## src/rtl/rx_bytes_des.sv

```systemverilog
`default_nettype none
// ============================================================================
//  Module   : rx_bytes_des
//  Brief    : Asynchronous serial byte receiver with frame assembly.
//             A bit-level FSM recovers 8N1 bytes from the line at one of two
//             bit rates. A frame-level FSM writes the bytes of a
//             length-prefixed frame into a buffer and checks a
//             CRC-16/MODBUS trailer.
//  Revision : 1.0 - initial release
// ============================================================================
module rx_bytes_des (
  input  logic        clk,
  input  logic        reset,
  input  logic [15:0] div_ls,
  input  logic [15:0] div_hs,
  input  logic [7:0]  idle_wait_len,
  input  logic        user_crc,
  input  logic        abort,
  input  logic        rx,
  input  logic        rx_free,
  output logic        bus_idle,
  output logic        rx_bit_inc,
  output logic [7:0]  wr_data,
  output logic [7:0]  wr_addr,
  output logic        wr_en,
  output logic        frame_done,
  output logic        crc_err,
  output logic        error,
  output logic        lost
);

  typedef enum logic [0:0] {
    WAIT = 1'b0,
    BITS = 1'b1
  } bit_state_t;

  typedef enum logic [1:0] {
    F_IDLE = 2'd0,
    F_RECV = 2'd1,
    F_DROP = 2'd2
  } frame_state_t;

  localparam logic [15:0] CRC_INIT = 16'hFFFF;
  localparam logic [15:0] CRC_POLY = 16'hA001;

  // One byte of reflected CRC-16, processed LSB first.
  function automatic logic [15:0] crc16_byte(input logic [15:0] c, input logic [7:0] d);
    logic [15:0] r;
    r = c ^ {8'h00, d};
    for (int i = 0; i < 8; i++) begin
      r = r[0] ? ((r >> 1) ^ CRC_POLY) : (r >> 1);
    end
    return r;
  endfunction

  // --------------------------------------------------------------------------
  // Declarations
  // --------------------------------------------------------------------------
  logic        rx_meta;
  logic        rx_s;
  logic        rx_s_d;

  bit_state_t  bit_state;
  bit_state_t  bit_next;
  logic [15:0] div_cnt;
  logic [3:0]  bit_cnt;
  logic [7:0]  shift_reg;
  logic [15:0] div_cur;
  logic [15:0] div_lim;
  logic [15:0] div_half;
  logic        start_edge;
  logic        wrap;
  logic        sample_pt;
  logic        byte_done;
  logic        stop_err;

  logic [7:0]  idle_cnt;
  logic [7:0]  idle_next;
  logic        hs_flag;

  frame_state_t f_state;
  frame_state_t f_next;
  logic [8:0]  byte_cnt;
  logic [8:0]  cnt_next;
  logic [8:0]  cnt_inc;
  logic [7:0]  data_len;
  logic [7:0]  len_next;
  logic [15:0] crc;
  logic [15:0] crc_next;
  logic [15:0] crc_upd;
  logic        wr_en_n;
  logic [7:0]  wr_data_n;
  logic [7:0]  wr_addr_n;
  logic        done_n;
  logic        crcerr_n;
  logic        err_n;
  logic        lost_n;

  // --------------------------------------------------------------------------
  // Line synchronizer; flops reset to the idle (high) level
  // --------------------------------------------------------------------------
  // Two-flop synchronizer plus one delayed copy for falling-edge detection.
  always_ff @(posedge clk or posedge reset) begin
    if (reset) begin
      rx_meta <= 1'b1;
      rx_s    <= 1'b1;
      rx_s_d  <= 1'b1;
    end else begin
      rx_meta <= rx;
      rx_s    <= rx_meta;
      rx_s_d  <= rx_s;
    end
  end

  // --------------------------------------------------------------------------
  // Bit timing
  // --------------------------------------------------------------------------
  // While waiting for a start bit the timer always runs at the low-speed rate,
  // so rx_bit_inc and the idle count are rate independent between frames.
  assign div_cur    = hs_flag ? div_hs : div_ls;
  assign div_lim    = (bit_state == BITS) ? div_cur : div_ls;
  assign div_half   = {1'b0, div_cur[15:1]};
  assign start_edge = (bit_state == WAIT) && rx_s_d && !rx_s;
  assign wrap       = (div_cnt >= div_lim);
  assign sample_pt  = (bit_state == BITS) && (div_cnt == div_half);

  // Bit FSM state register.
  always_ff @(posedge clk or posedge reset) begin
    if (reset) bit_state <= WAIT;
    else       bit_state <= bit_next;
  end

  // Bit FSM next state plus byte-complete / stop-error strobes.
  always_comb begin
    bit_next  = bit_state;
    byte_done = 1'b0;
    stop_err  = 1'b0;
    if (abort) begin
      bit_next = WAIT;
    end else begin
      case (bit_state)
        WAIT: begin
          if (start_edge) bit_next = BITS;
        end
        BITS: begin
          if (sample_pt) begin
            if (bit_cnt == 4'd0) begin
              // A start bit that is high again at mid-bit was only a glitch.
              if (rx_s) bit_next = WAIT;
            end else if (bit_cnt == 4'd9) begin
              bit_next = WAIT;
              if (rx_s) byte_done = 1'b1;
              else      stop_err  = 1'b1;
            end else if (bit_cnt > 4'd9) begin
              bit_next = WAIT;
            end
          end
        end
        default: bit_next = WAIT;
      endcase
    end
  end

  // Divider, bit counter, bit-period pulse and data shift register.
  always_ff @(posedge clk or posedge reset) begin
    if (reset) begin
      div_cnt    <= 16'd1;
      bit_cnt    <= 4'd0;
      rx_bit_inc <= 1'b0;
      shift_reg  <= 8'h00;
    end else begin
      rx_bit_inc <= 1'b0;
      if (start_edge && !abort) begin
        // The edge clock itself counts as the first clock of the start bit.
        div_cnt <= 16'd1;
        bit_cnt <= 4'd0;
      end else if (wrap) begin
        div_cnt    <= 16'd0;
        rx_bit_inc <= 1'b1;
        if (bit_state == BITS) bit_cnt <= bit_cnt + 4'd1;
      end else begin
        div_cnt <= div_cnt + 16'd1;
      end
      if (sample_pt && (bit_cnt >= 4'd1) && (bit_cnt <= 4'd8)) begin
        shift_reg <= {rx_s, shift_reg[7:1]};
      end
    end
  end

  // --------------------------------------------------------------------------
  // Idle detection and speed selection
  // --------------------------------------------------------------------------
  always_comb begin
    idle_next = idle_cnt;
    if (!rx_s) begin
      idle_next = 8'd0;
    end else if ((bit_state == WAIT) && wrap && (idle_cnt != 8'hFF)) begin
      idle_next = idle_cnt + 8'd1;
    end
  end

  // Saturating idle counter and bus_idle flag; any low level clears both.
  always_ff @(posedge clk or posedge reset) begin
    if (reset) begin
      idle_cnt <= 8'd0;
      bus_idle <= 1'b0;
    end else begin
      idle_cnt <= idle_next;
      bus_idle <= rx_s && (idle_next >= idle_wait_len);
    end
  end

  // High-speed flag: the first byte of every frame is always taken at div_ls.
  always_ff @(posedge clk or posedge reset) begin
    if (reset) begin
      hs_flag <= 1'b0;
    end else if (abort || bus_idle) begin
      hs_flag <= 1'b0;
    end else if (byte_done) begin
      hs_flag <= 1'b1;
    end
  end

  // --------------------------------------------------------------------------
  // Frame assembly
  // --------------------------------------------------------------------------
  assign crc_upd = crc16_byte(crc, shift_reg);
  assign cnt_inc = byte_cnt + 9'd1;

  // Frame FSM, counters and CRC state registers.
  always_ff @(posedge clk or posedge reset) begin
    if (reset) begin
      f_state  <= F_IDLE;
      byte_cnt <= 9'd0;
      data_len <= 8'd0;
      crc      <= CRC_INIT;
    end else begin
      f_state  <= f_next;
      byte_cnt <= cnt_next;
      data_len <= len_next;
      crc      <= crc_next;
    end
  end

  // Frame FSM next state and next values of the write port and status pulses.
  // Within a clock the pulses are mutually exclusive: error > crc_err > done.
  always_comb begin
    f_next    = f_state;
    cnt_next  = byte_cnt;
    len_next  = data_len;
    crc_next  = crc;
    wr_en_n   = 1'b0;
    wr_data_n = wr_data;
    wr_addr_n = wr_addr;
    done_n    = 1'b0;
    crcerr_n  = 1'b0;
    err_n     = 1'b0;
    lost_n    = 1'b0;
    if (abort) begin
      f_next   = F_DROP;
      cnt_next = 9'd0;
      crc_next = CRC_INIT;
    end else begin
      case (f_state)
        F_IDLE: begin
          cnt_next = 9'd0;
          crc_next = CRC_INIT;
          if (stop_err) begin
            err_n  = 1'b1;
            f_next = F_DROP;
          end else if (byte_done) begin
            if (rx_free) begin
              f_next    = F_RECV;
              wr_en_n   = 1'b1;
              wr_data_n = shift_reg;
              wr_addr_n = 8'h00;
              cnt_next  = 9'd1;
              crc_next  = crc16_byte(CRC_INIT, shift_reg);
            end else begin
              lost_n = 1'b1;
              f_next = F_DROP;
            end
          end
        end
        F_RECV: begin
          if (stop_err) begin
            err_n  = 1'b1;
            f_next = F_DROP;
          end else if (bus_idle) begin
            // Line went idle before the announced length arrived.
            err_n  = 1'b1;
            f_next = F_IDLE;
          end else if (byte_done) begin
            wr_en_n   = 1'b1;
            wr_data_n = shift_reg;
            wr_addr_n = byte_cnt[7:0];
            cnt_next  = cnt_inc;
            crc_next  = crc_upd;
            if (byte_cnt == 9'd2) len_next = shift_reg;
            if (cnt_inc > 9'd255) begin
              err_n  = 1'b1;
              f_next = F_DROP;
            end else if (byte_cnt == ({1'b0, data_len} + 9'd4)) begin
              // Residue over data plus both CRC bytes is zero for a good frame.
              if ((crc_upd == 16'h0000) || user_crc) done_n   = 1'b1;
              else                                   crcerr_n = 1'b1;
              f_next = F_DROP;
            end
          end
        end
        F_DROP: begin
          cnt_next = 9'd0;
          crc_next = CRC_INIT;
          if (bus_idle) f_next = F_IDLE;
        end
        default: f_next = F_IDLE;
      endcase
    end
  end

  // Registered write port and status pulses.
  always_ff @(posedge clk or posedge reset) begin
    if (reset) begin
      wr_en      <= 1'b0;
      wr_data    <= 8'h00;
      wr_addr    <= 8'h00;
      frame_done <= 1'b0;
      crc_err    <= 1'b0;
      error      <= 1'b0;
      lost       <= 1'b0;
    end else begin
      wr_en      <= wr_en_n;
      wr_data    <= wr_data_n;
      wr_addr    <= wr_addr_n;
      frame_done <= done_n;
      crc_err    <= crcerr_n;
      error      <= err_n;
      lost       <= lost_n;
    end
  end

endmodule
`default_nettype wire

```

## config.mk

```make
export PLATFORM = sky130hd
export DESIGN_NAME = rx_bytes_des
export DESIGN_NICKNAME = d
export VERILOG_FILES = /design/src/rtl/rx_bytes_des.sv
export SDC_FILE = /design/constraint.sdc
export NUM_CORES = 1
export LEC_CHECK = 0
export ABC_AREA = 1
export ABC_CLOCK_PERIOD_IN_PS = 8180
export CAP_MARGIN = 5
export CORE_MARGIN = 2
export CORE_UTILIZATION = 51
export DETAILED_ROUTE_END_ITERATION = 16
export HOLD_SLACK_MARGIN = 0.12
export PLACE_DENSITY = 0.71
export RECOVER_POWER = 25
export SETUP_SLACK_MARGIN = 0.2
export SYNTH_ARGS = -nofsm -noshare
export SYNTH_HDL_FRONTEND = slang
export SYNTH_SLANG_ARGS = --single-unit
export TNS_END_PERCENT = 30
```

## constraint.sdc

```tcl
create_clock -name clk -period 8.18 [get_ports clk]
set_input_delay 1.636 -clock clk [delete_from_list [all_inputs] [get_ports clk]]
set_output_delay 1.636 -clock clk [all_outputs]
set_load 0.01 [all_outputs]
```

==> impl_metrics.yaml <==
final_layout:
  reg.largest.list: "crc: 16 flops, div_cnt: 16 flops, byte_cnt: 9 flops"
  mostFrequentLayoutCell: "nand2_1"
  syn_to_final_growth_pct: 13.72
  fin_area_um2: 8401
  nets: 1209
  antennaDiodeCount: 0
  final_cell_mix: "356 x nand2_1, 125 x inv_1, 108 x nor2_1"
  drive_gt1_share_pct: 9.717
logic_synthesis:
  syn_area_per_cell_um2: 6.846
  synth_edf_count: 0
  synth.yosys.warnings: 0
  syn_area_um2: 7387
  synth_cells: 1079
  synth-seq-cells: 99
  synth_ff_type: "dfrtp_1"
  synth_async_sr_flop_share_pct: 100.0
  syn-num-nets: 1161
  ys_types: 41
  yosysSeqAreaShare_pct: 33.88
critical_path:
  path_class: "input pin to flop"
  cp_num_buf_inv: 4
  cp.depth: 23
  cp_cell_sequence: "clkdlybuf4s50_1, nand2_2, nand2_4, nand2_1, nand2_1, inv_1, ha_1, nand2_1, inv_1, nand3_1, nor3_1, nand3_1, nand3_1, nand2_1, or2_2, a21oi_1, ha_1, a21oi_1, o21ai_0, a21oi_1, o41ai_1, nand2_1, inv_1"
  crit_start: "div_hs[14]"
  ff2ff_path_depth: 21
  path_common_cell: "nand2_1"
  critPathSlowestCell: "clkdlybuf4s50_1"
  cp_top_family: "simple AND/OR/NAND/NOR gates"
  crit_path_end_kind: "flop"
  crit_path_max_incr_delay_ps: 490
  crit_required_ps: 8430
  critPathMaxFanout: 10
  critPathLaunchType: "input pin"
  cp.arrival_ps: 5320
  rr_startpoint: "bit_state"
global_routing:
  grt_pass1_vias: 6418
  grt_max_degree: 82
  antenna_found_initial: 0
  grt_pass1_wl_um: 30520
  grt_overflow_total: 0
  grt_use_total_pct: 23.98
clock_network:
  cts_resized: 0
  htree_num_levels: 3
  clk_pin_slew_worst_paths_ps: 70
  cts-root-buf: "clkbuf_16"
  postCtsHoldBufs: 0
  cts.sinks: 99
  cts_setup_buffers: 0
  cts_made_buffers: 9
  clk_latency_ps: 360
  cts_tree: "done"
  clockBufferDepth: 2
place:
  port_buffers: 68
  place_area_um2: 8120
  hpwl_um: 13510
  place_ws_ps: 2811
  gp_congestion: 0.8941
floorplanning:
  dieArea_um2: 15460
  dieWidth_um: 124.4
  design.core.area_um2: 13990
  fp-row-count: 43
  die_y_um: 124.4
  initial_utilization_pct: 52.81
  ios: 69
timing:
  rsz0062_at_grt: "no"
  clock.fmax_ghz: 0.1975
  setup-violations-final: 0
  tightest_slew_ps: 1052
  setup_slack_ps: 3117
  fin_crit_sh_pct: 61.89
  fin_crit_ps: 5063
  slew-limit-headroom_pct: 29.85
  clock_skew_ps: 9.033
  slew_viol_final: 0
  final_hold_viol_count: 0
  tns_ps: 0
  hold_ws_ps: 361.6
worst_hold_path:
  min_path_cells: 0
  hold_path.startpoint: "rx_meta"
  hold_path_class: "flop to flop"
drt:
  viasPerCell: 5.259
  drt-pass1-iter-count: 6
  ant_nets: 0
  drt_iter0_drc: 414
  totalWireLength_um: 18160
  wl_per_cell_um: 13.84
  remaining_drc_errors: 0
  vias: 6900
pwr:
  p_total_uw: 1693
  leakagePower_uw: 0.004094
  ir_drop_uv: 145.9
  powerDensity_nw_per_um2: 201.6
status:
  status: "finished clean"
run:
  maxCapViolCount: 0
cell type report:
type	instances	area, um^2
multi-input cells	818	4205
clock buffers	12	246.5
fillers	1321	5588
inverters	129	490.5
repair buffers	70	695.7
flip-flops and latches	99	2502
clock inverters	4	35.03
well taps	180	225.2
cells by family (layout without fill, tap and decap cells):
family,Yosys count,after routing,share of synthesized area (%)
buffers and inverters,162,215,9.197
AND/OR/NAND/NOR,624,624,36.65
adder cells (fa/ha/maj),36,36,6.098
XOR/XNOR,36,36,4.268
flip-flops,99,99,33.88
multiplexers,1,1,0.1524
AO/OA/AOI/OAI,121,121,9.756
path summary, 6_finish.rpt:
check	to	slack, ps
setup / recovery	bus_idle	3120
min in group asynchronous	div_cnt[13]	1880
hold / removal	rx_s	360
hold reg to reg	rx_s	360
setup reg to reg	bus_idle	3640
max in group asynchronous	idle_cnt[0]	4820
routing by layer:
| layer | part of all wire, % | track usage [%] |
|---|---|---|
| met3 | 5.7 | 3.909 |
| met1 | 49 | 34.84 |
| met5 | 0 | 0 |
| met2 | 44 | 36.55 |
| met4 | 1.5 | 7.733 |
per-stage QoR:
stage | utilization (%) | cells
3_5_place_dp | 58.05 | 1296
3_3_place_gp | 58.05 | 1296
6_report | 60.05 | 1312
4_1_cts | 60.06 | 1312
5_1_grt | 60.05 | 1312
2_1_floorplan | - | 1079
worst register-to-register path, stage by stage (launching register included):
cell,delay [ps]
dfrtp_1,690
inv_1,660
nand2_1,130
nand2_1,100
inv_1,40
ha_1,280
nand2_1,70
inv_1,50
nand3_1,80
nor3_1,290
nand3_1,150
nand3_1,260
nand2_1,240
or2_2,330
a21oi_1,190
ha_1,280
a21oi_1,150
o21ai_0,110
a21oi_1,150
o41ai_1,80
nand2_1,60
inv_1,40
synthesized netlist by cell type (6+ instances only):
master | instances | area [um^2]
a21oi_1 | 34 | 170.2
buf_6 | 6 | 67.56
clkbuf_1 | 19 | 71.32
dfrtp_1 | 79 | 1977
dfstp_2 | 20 | 525.5
ha_1 | 36 | 450.4
inv_1 | 126 | 473.0
nand2_1 | 356 | 1336
nand2_2 | 30 | 187.7
nand2_4 | 7 | 78.83
nand3_1 | 69 | 345.3
nand4_1 | 15 | 93.84
nor2_1 | 108 | 405.4
nor3_1 | 15 | 75.07
o21ai_0 | 46 | 230.2
o21ai_2 | 20 | 175.2
o31ai_1 | 6 | 45.04
xnor2_1 | 14 | 122.6
xor2_1 | 22 | 192.7
power by group:
group | switching (uW) | internal (uW)
Combinational | 440 | 226
Clock | 196 | 218
Sequential | 50.8 | 563
No activity file was read; power rests on OpenSTA's default activity.
